File: config.mk
export PLATFORM = sky130hd
export DESIGN_NAME = multi_phase_signal_ctrl
export DESIGN_NICKNAME = d
export VERILOG_FILES = /design/src/rtl/multi_phase_signal_ctrl.sv
export SDC_FILE = /design/constraint.sdc
export NUM_CORES = 1
export LEC_CHECK = 0
export CAP_MARGIN = 20
export CORE_MARGIN = 1
export CORE_UTILIZATION = 52
export CTS_BUF_LIST = sky130_fd_sc_hd__clkbuf_8
export DETAILED_ROUTE_END_ITERATION = 7
export PLACE_DENSITY = 0.82
export SYNTH_ARGS = -nofsm -noshare
export SYNTH_HDL_FRONTEND = slang
export SYNTH_SLANG_ARGS = --single-unit
File: constraint.sdc
create_clock -name clk -period 2.34 [get_ports clk]
set_input_delay 0.468 -clock clk [delete_from_list [all_inputs] [get_ports clk]]
set_output_delay 0.468 -clock clk [all_outputs]
set_load 0.01 [all_outputs]
File: src/rtl/multi_phase_signal_ctrl.sv
// Round-robin intersection controller: NUM_PHASES vehicle heads plus one pedestrian walk phase.
// One sequencing FSM; every output is registered from the next-state decision.
module multi_phase_signal_ctrl #(
   parameter int NUM_PHASES   = 4,
   parameter int GREEN_MIN    = 4,
   parameter int GREEN_MAX    = 10,
   parameter int YELLOW_TIME  = 2,
   parameter int ALL_RED_TIME = 1,
   parameter int WALK_TIME    = 3,
   parameter int TIMER_W      = 8
) (
   input  logic                                                 clk,
   input  logic                                                 rst,
   input  logic [NUM_PHASES-1:0]                                car_req,
   input  logic                                                 ped_req,
   output logic [2*NUM_PHASES-1:0]                              light,
   output logic                                                 walk_signal,
   output logic [(NUM_PHASES > 1 ? $clog2(NUM_PHASES) : 1)-1:0] active_phase,
   output logic                                                 ped_pending
);

   localparam int PW = (NUM_PHASES > 1) ? $clog2(NUM_PHASES) : 1;

   localparam logic [TIMER_W-1:0] GMIN_END = TIMER_W'(GREEN_MIN - 1);
   localparam logic [TIMER_W-1:0] GMAX_END = TIMER_W'(GREEN_MAX - 1);
   localparam logic [TIMER_W-1:0] YEL_END  = TIMER_W'(YELLOW_TIME - 1);
   localparam logic [TIMER_W-1:0] RED_END  = TIMER_W'(ALL_RED_TIME - 1);
   localparam logic [TIMER_W-1:0] WALK_END = TIMER_W'(WALK_TIME - 1);

   typedef enum logic [2:0] {IDLE, GREEN, YELLOW, ALL_RED, WALK} state_t;

   state_t                  state, nxt;
   logic [TIMER_W-1:0]      cnt;
   logic [PW-1:0]           last, grant, nxt_phase;
   logic                    from_walk;
   logic [NUM_PHASES-1:0]   others;
   logic                    any_req, other_req, own_req, found;
   logic [2*NUM_PHASES-1:0] nxt_light;
   int                      idx;

   // Scan last+1, last+2, ... wrapping back to last itself.
   always_comb begin
      grant = last;
      found = 1'b0;
      idx   = 0;
      for (int i = 1; i <= NUM_PHASES; i++) begin
         idx = int'(last) + i;
         if (idx >= NUM_PHASES) idx = idx - NUM_PHASES;
         if (!found && car_req[idx[PW-1:0]]) begin
            grant = PW'(idx);
            found = 1'b1;
         end
      end
   end

   always_comb begin
      others               = car_req;
      others[active_phase] = 1'b0;
   end

   assign any_req   = |car_req;
   assign other_req = |others;
   assign own_req   = car_req[active_phase];

   always_comb begin
      nxt = state;
      case (state)
         IDLE: begin
            if (ped_pending)  nxt = WALK;
            else if (any_req) nxt = GREEN;
         end
         GREEN: begin
            if (cnt == GMAX_END) nxt = YELLOW;
            else if (cnt >= GMIN_END && (other_req || ped_pending || !own_req)) nxt = YELLOW;
         end
         YELLOW:  if (cnt == YEL_END) nxt = ALL_RED;
         ALL_RED: begin
            if (cnt == RED_END) begin
               if (ped_pending && !from_walk) nxt = WALK;
               else if (any_req)              nxt = GREEN;
               else                           nxt = IDLE;
            end
         end
         WALK:    if (cnt == WALK_END) nxt = ALL_RED;
         default: nxt = IDLE;
      endcase
   end

   // Head pattern for the state about to be entered, so light is a plain register.
   always_comb begin
      nxt_light = '0;
      nxt_phase = (nxt == GREEN && state != GREEN) ? grant : active_phase;
      if (nxt == GREEN)       nxt_light[2*int'(nxt_phase) +: 2] = 2'b01;
      else if (nxt == YELLOW) nxt_light[2*int'(nxt_phase) +: 2] = 2'b10;
   end

   always_ff @(posedge clk or posedge rst) begin
      if (rst) begin
         state        <= IDLE;
         cnt          <= '0;
         last         <= PW'(NUM_PHASES - 1);
         active_phase <= '0;
         from_walk    <= 1'b0;
         ped_pending  <= 1'b0;
         light        <= '0;
         walk_signal  <= 1'b0;
      end else begin
         if (nxt != state) begin
            state     <= nxt;
            cnt       <= '0;
            from_walk <= (state == WALK);
            if (nxt == GREEN) begin
               last         <= grant;
               active_phase <= grant;
            end
         end else if (cnt != '1) begin
            cnt <= cnt + 1'b1;
         end
         // WALK entry clears the latch even if the button is pressed on that edge.
         if (nxt == WALK && state != WALK)  ped_pending <= 1'b0;
         else if (ped_req && state != WALK) ped_pending <= 1'b1;
         light       <= nxt_light;
         walk_signal <= (nxt == WALK);
      end
   end

endmodule

# Word-level counts from Yosys, hierarchy flattened
# Cells that the tools add are included.
# word_totals
ff_bits	26
input_bits	7
# op_classes
addsub	10
order_cmp	11
eq_ne	14
shifts	3
n_mux	40
n_bitwise	4
reduce_logical	23
# op_table
cell	count
2-bit by 33-bit variable part select with 8-bit output (first input constant)	2
3-bit negation with 33-bit output	1
2-bit by 33-bit variable shift with 8-bit output (first input constant)	1
8-bit two-way mux	4
3-bit two-way mux	8
2-bit two-way mux	9
8-bit AND	2
2-bit by 3-bit < comparator with 1-bit output (second input constant)	5
3-bit case mux with 5 select lines	1
1-bit two-way mux	12
1-bit binary-select mux with 2-bit select	5
3-bit by 2-bit == test with 1-bit output (second input constant)	3
3-bit greater-or-equal comparator (second input constant)	3
1-bit logical AND	9
8-bit by 1-bit adder with 8-bit output (second input constant)	1
8-bit by 1-bit == test with 1-bit output (second input constant)	1
8-bit by 2-bit == test with 1-bit output (second input constant)	1
8-bit by 4-bit == test with 1-bit output (second input constant)	1
8-bit by 2-bit greater-or-equal comparator with 1-bit output (second input constant)	1
8-bit logical NOT	1
8-bit inequality test (second input constant)	1
4-bit OR reduction	2
2-bit by 1-bit subtractor with 2-bit output (second input constant)	4
2-bit by 2-bit adder with 3-bit output (second input constant)	2
17 further kinds	25

# Depth between registers and ports, before layout
# depth
depth_word	21
depth_mapped	8
depth_no_buf	8

# Worst setup path after synthesis
# OpenSTA, ideal clock, no wires.
# synth_timing
kind	flip-flop to flip-flop
start	register cnt[0]
end	register light[6]
setup_ps	73
t_arrival_ps	2220
required_ps	2267
setup_slack_ps	47
path_stages_with_launch	9
n_path_buf	0
period_less_slack_ps	2293
cell_sequence	dfrtp_1 > inv_1 > ha_1 > or4b_4 > or4_4 > a21oi_4 > nor2_2 > a31o_1 > a21oi_2
# synth_via
elab_chain_len	13
word_cells_on_any_way	24
cone_classes	1 x add/sub; 1 x order compare; 5 x eq/ne; 3 x shift; 9 x mux; 2 x bitwise; 3 x reduce/logical
# synth_rtl
item	line_no	text
start: declaration	33	logic [TIMER_W-1:0] cnt;
start signal: assignment	117	cnt <= cnt + 1'b1;
8-bit by 2-bit greater-or-equal comparator with 1-bit output	74	else if (cnt >= GMIN_END && (other_req || ped_pending || !own_req)) nxt = YELLOW;
1-bit logical AND	74	
3-bit two-way mux	74	
3-bit two-way mux	73	if (cnt == GMAX_END) nxt = YELLOW;
3-bit case mux with 5 select lines (*)	67	case (state)
3-bit by 1-bit == test with 1-bit output	92, 93	
1-bit logical AND	92	nxt_phase = (nxt == GREEN && state != GREEN) ? grant : active_phase;
2-bit two-way mux	92	
3-bit negation with 33-bit output	93, 94	
2-bit by 33-bit variable part select with 8-bit output or 2-bit by 33-bit variable shift with 8-bit output (tied branches)	94, 93	
8-bit AND (no source line)	-	
8-bit two-way mux	94	else if (nxt == YELLOW) nxt_light[2*int'(nxt_phase) +: 2] = 2'b10;
8-bit two-way mux (*)	93	if (nxt == GREEN) nxt_light[2*int'(nxt_phase) +: 2] = 2'b01;
named net nxt_light[6]	38	logic [2*NUM_PHASES-1:0] nxt_light;
end signal: assignment	122	light <= nxt_light;
end: declaration	16	output logic [2*NUM_PHASES-1:0] light,
# Mark *: on every way through the listed nets, which the timed path passes. The rest lies on a longest branch.
# A chain may end at the register's enable or synchronous reset.

# Worst setup path after layout
# layout_timing
start	input car_req[1]
end	register active_phase[0] in the netlist's numbering
# layout_via
elab_chain_len	12
word_cells_on_any_way	41
cone_classes	2 x eq/ne; 25 x mux; 1 x bitwise; 13 x reduce/logical
# layout_rtl
item	line_no	text
start: declaration	14	input logic [NUM_PHASES-1:0] car_req,
parallel branches: the longest is 12 deep, another holds 3-bit case mux with 5 select lines	-	
end signal: assignment	114	active_phase <= grant;
end: declaration	18	output logic [(NUM_PHASES > 1 ? $clog2(NUM_PHASES) : 1)-1:0] active_phase,
# Parallel ways; which one is timed is not known. The select of a mux whose other input is x is not followed.

==> impl_metrics.ini <==
[status]
status = complete, no violations

[timing]
slew_headroom_pct = 69.6
setup_viol = 0
max_freq_mhz = 431
period_share_pct = 99.1
hold_viol = 0
skew_ns = 0.00839
worst_pin_slew_ns = 0.450
tns_ns = 0
maxSlewViolCount = 0
layout_min_cycle_time_ns = 2.32

[route]
drc = 0
drtPass1Iterations = 4
wirelength_um = 4160
antenna_left = 0
wl_per_cell_um = 16.7
avgViaCountPerCell = 6.04
first_iter_violations = 94
vias = 1505

[place]
io_buffers = 18
gp_congestion = 0.893
hpwl_um = 2910

[clock_tree]
path_clk_slew_ns = 0.10
cts_root_buffer = clkbuf_8
clk_latency_ns = 0.28
cts_max_level = 1
cts_hold_buffers = 0
cts.sinks = 26
ctsLongestPathBuffers = 2
cts_tree = yes
cts_buffers = 3

[setup_path]
criticalPathCategory = input port to register
critPathTopFamily = compound AO/OA/AOI/OAI gates
slowest_stage = or4_1
r2r_slack_ns = 0.09
slowest_delay_ns = 0.60
reg2regPathDepth = 8
cp_max_fo = 5
crit_required_ns = 2.51
startpoint_type = input port
r2r_end = active_phase[0]
crit_path_end_kind = register
crit_arrival_ns = 2.48
crit_chain = clkdlybuf4s50_1, or4_1, a21oi_2, a221oi_2, o21ai_2, mux2_1
r2r_start = cnt[0]
cp_num_buf_inv = 1

[global_routing]
track_usage_pct = 26.3
grt_max_degree = 27
first_global_vias = 1409
antenna_found_initial = 0
grt_pass1_wl_um = 6660
overflow = 0

[min_path]
min_path_cells = 1
hold_end = light[1]
hold_class = register to register
min-delay-start = active_phase[1]

[pwr]
p_leak_nw = 0.911
power_density_nw_per_um2 = 1300
vdd_drop_max_uv = 554

[layout]
multiInputGateArea_um2 = 998
layout-drive-gt1-share_pct = 26.3
area_delta_synth_final_pct = 27.3
fillers = 230
final_util_pct = 69.7
diodes = 0
regArea_um2 = 653
nets = 217

[job]
max_cap_viol_count = 0

[synth]
synthArstFlopShare_pct = 100
syn-instance-count = 170
synth_edf_count = 0
yosysWarnings = 0
ys_ff_latch = 26
ys_seq_area_share_pct = 39.1
synth_ff_type = dfrtp_1
synth_area_um2 = 1670
syn_nets = 181
synth_cell_types = 63
avgSynthCellArea_um2 = 9.83

[die]
die_area_um2 = 3450
start_util_pct = 54.8
ioPinCount = 19
rows = 20
fp.dieW_um = 58.7
chipHeight_um = 58.7
core_region_area_um2 = 3050
final cells by class:
| cell class | instances | area share [%] |
|---|---|---|
| clock buffers | 3 | 1.94 |
| clock inverters | 1 | 1.41 |
| inverters | 8 | 1.41 |
| multi-input cells | 131 | 46.9 |
| flip-flops and latches | 26 | 30.7 |
| well taps | 44 | 2.59 |
| repair buffers | 36 | 15.0 |
registers in the layout (all words and copies together) (netlist names):
name,cells
from_walk,1
walk_signal,1
cnt,8
ped_pending,1
light,8
last,2
state,3
active_phase,2
per-stage QoR:
stage                     hold slack (ns)  cells  setup slack, ns  total power, W  instance area [µm²]
after floorplan                     0.507    170           0.0471         0.00173                 1670
after global placement              0.505    244           -0.244         0.00212                 2000
after detailed placement            0.505    244           -0.354         0.00221                 2000
after CTS                           0.525    249          0.00987         0.00264                 2090
after global routing                0.581    249          -0.0607         0.00291                 2130
final                               0.528    249           0.0217         0.00276                 2130
routing by layer:
| metal | part of all wire (%) | vias to the layer above | routed length [µm] | global-route usage, % |
|---|---|---|---|---|
| met5 | 0 | - | 0 | 0 |
| met3 | 5.7 | 15 | 237 | 3.96 |
| met2 | 50 | 64 | 2060 | 44.2 |
| met4 | 2.5 | 0 | 106 | 11.2 |
| li1 | - | 698 | - | - |
| met1 | 42 | 728 | 1750 | 33.8 |
cells by family after synthesis:
| kind of cell | synth area share [%] |
|---|---|
| XOR/XNOR | 2.62 |
| AO/OA/AOI/OAI | 17.8 |
| AND/OR/NAND/NOR | 29.1 |
| adder cells (fa/ha/maj) | 2.99 |
| buffers and inverters | 4.57 |
| multiplexers | 3.82 |
| flip-flops | 39.1 |
Yosys cell counts (all sizes together), types with 2 or more instances:
master   n  area [µm²]
dfrtp   24         601
or4      2        18.8
nand4b   3        26.3
inv      8        30.0
o31ai    4        30.0
a31oi    3        40.0
nor2    21        81.3
or3b     3        26.3
nor2b    5        31.3
mux2     3        33.8
and2     3        21.3
dfstp    2        52.6
o21ai    8        43.8
nand2    7        26.3
buf      5        42.5
a21oi   10        65.1
xnor2    4        35.0
and4     2        18.8
a21o     3        23.8
ha       4        50.1
nor4     2        12.5
nor3     8        61.3
nand3    4        32.5
nor3b    4        30.0
nand4    5        31.3
mux2i    3        30.0
report_power, final:
part | leakage (nW) | internal [W] | switching, W
clock | 0.0357 | 0.000229 | 0.000151
sequential | 0.339 | 0.000598 | 0.000172
combinational | 0.536 | 0.000726 | 0.000881
total | 0.911 | 0.00155 | 0.00120
worst max path at each step:
stage                     cells after the start  slack [ns]              end  startpoint
final                                         6        0.02  active_phase[0]  car_req[1]
after global routing                          6       -0.06  active_phase[0]  car_req[0]
after CTS                                     8        0.01         light[6]      cnt[0]
after detailed placement                      7       -0.35           cnt[6]  car_req[2]
after global placement                        7       -0.24           cnt[6]  car_req[2]
after floorplan                               8        0.05         light[6]      cnt[0]
timing repair:
action	4_1_cts	5_1_grt
pin swaps	3	10
endpoints found under the setup margin	10	12
gates resized for setup	2	14
endpoints found under the hold margin	0	0
buffers inserted	0	0
gates cloned	1	0
cells in the final DEF, fill, tap and decap left out, drive strengths merged, types with 3 or more instances in the layout:
master / synthesis / final
a21o: 3 / 3
a21oi: 10 / 10
a31oi: 3 / 3
and2: 3 / 3
buf: 5 / 18
clkbuf: 1 / 3
clkdlybuf4s50: 0 / 16
dfrtp: 24 / 24
ha: 4 / 4
inv: 8 / 8
mux2: 3 / 3
mux2i: 3 / 3
nand2: 7 / 7
nand3: 4 / 5
nand4: 5 / 5
nand4b: 3 / 3
nor2: 21 / 21
nor2b: 5 / 5
nor3: 8 / 8
nor3b: 4 / 4
o21ai: 8 / 8
o31ai: 4 / 4
or3b: 3 / 3
xnor2: 4 / 4
No activity file was read; power rests on OpenSTA's default activity.
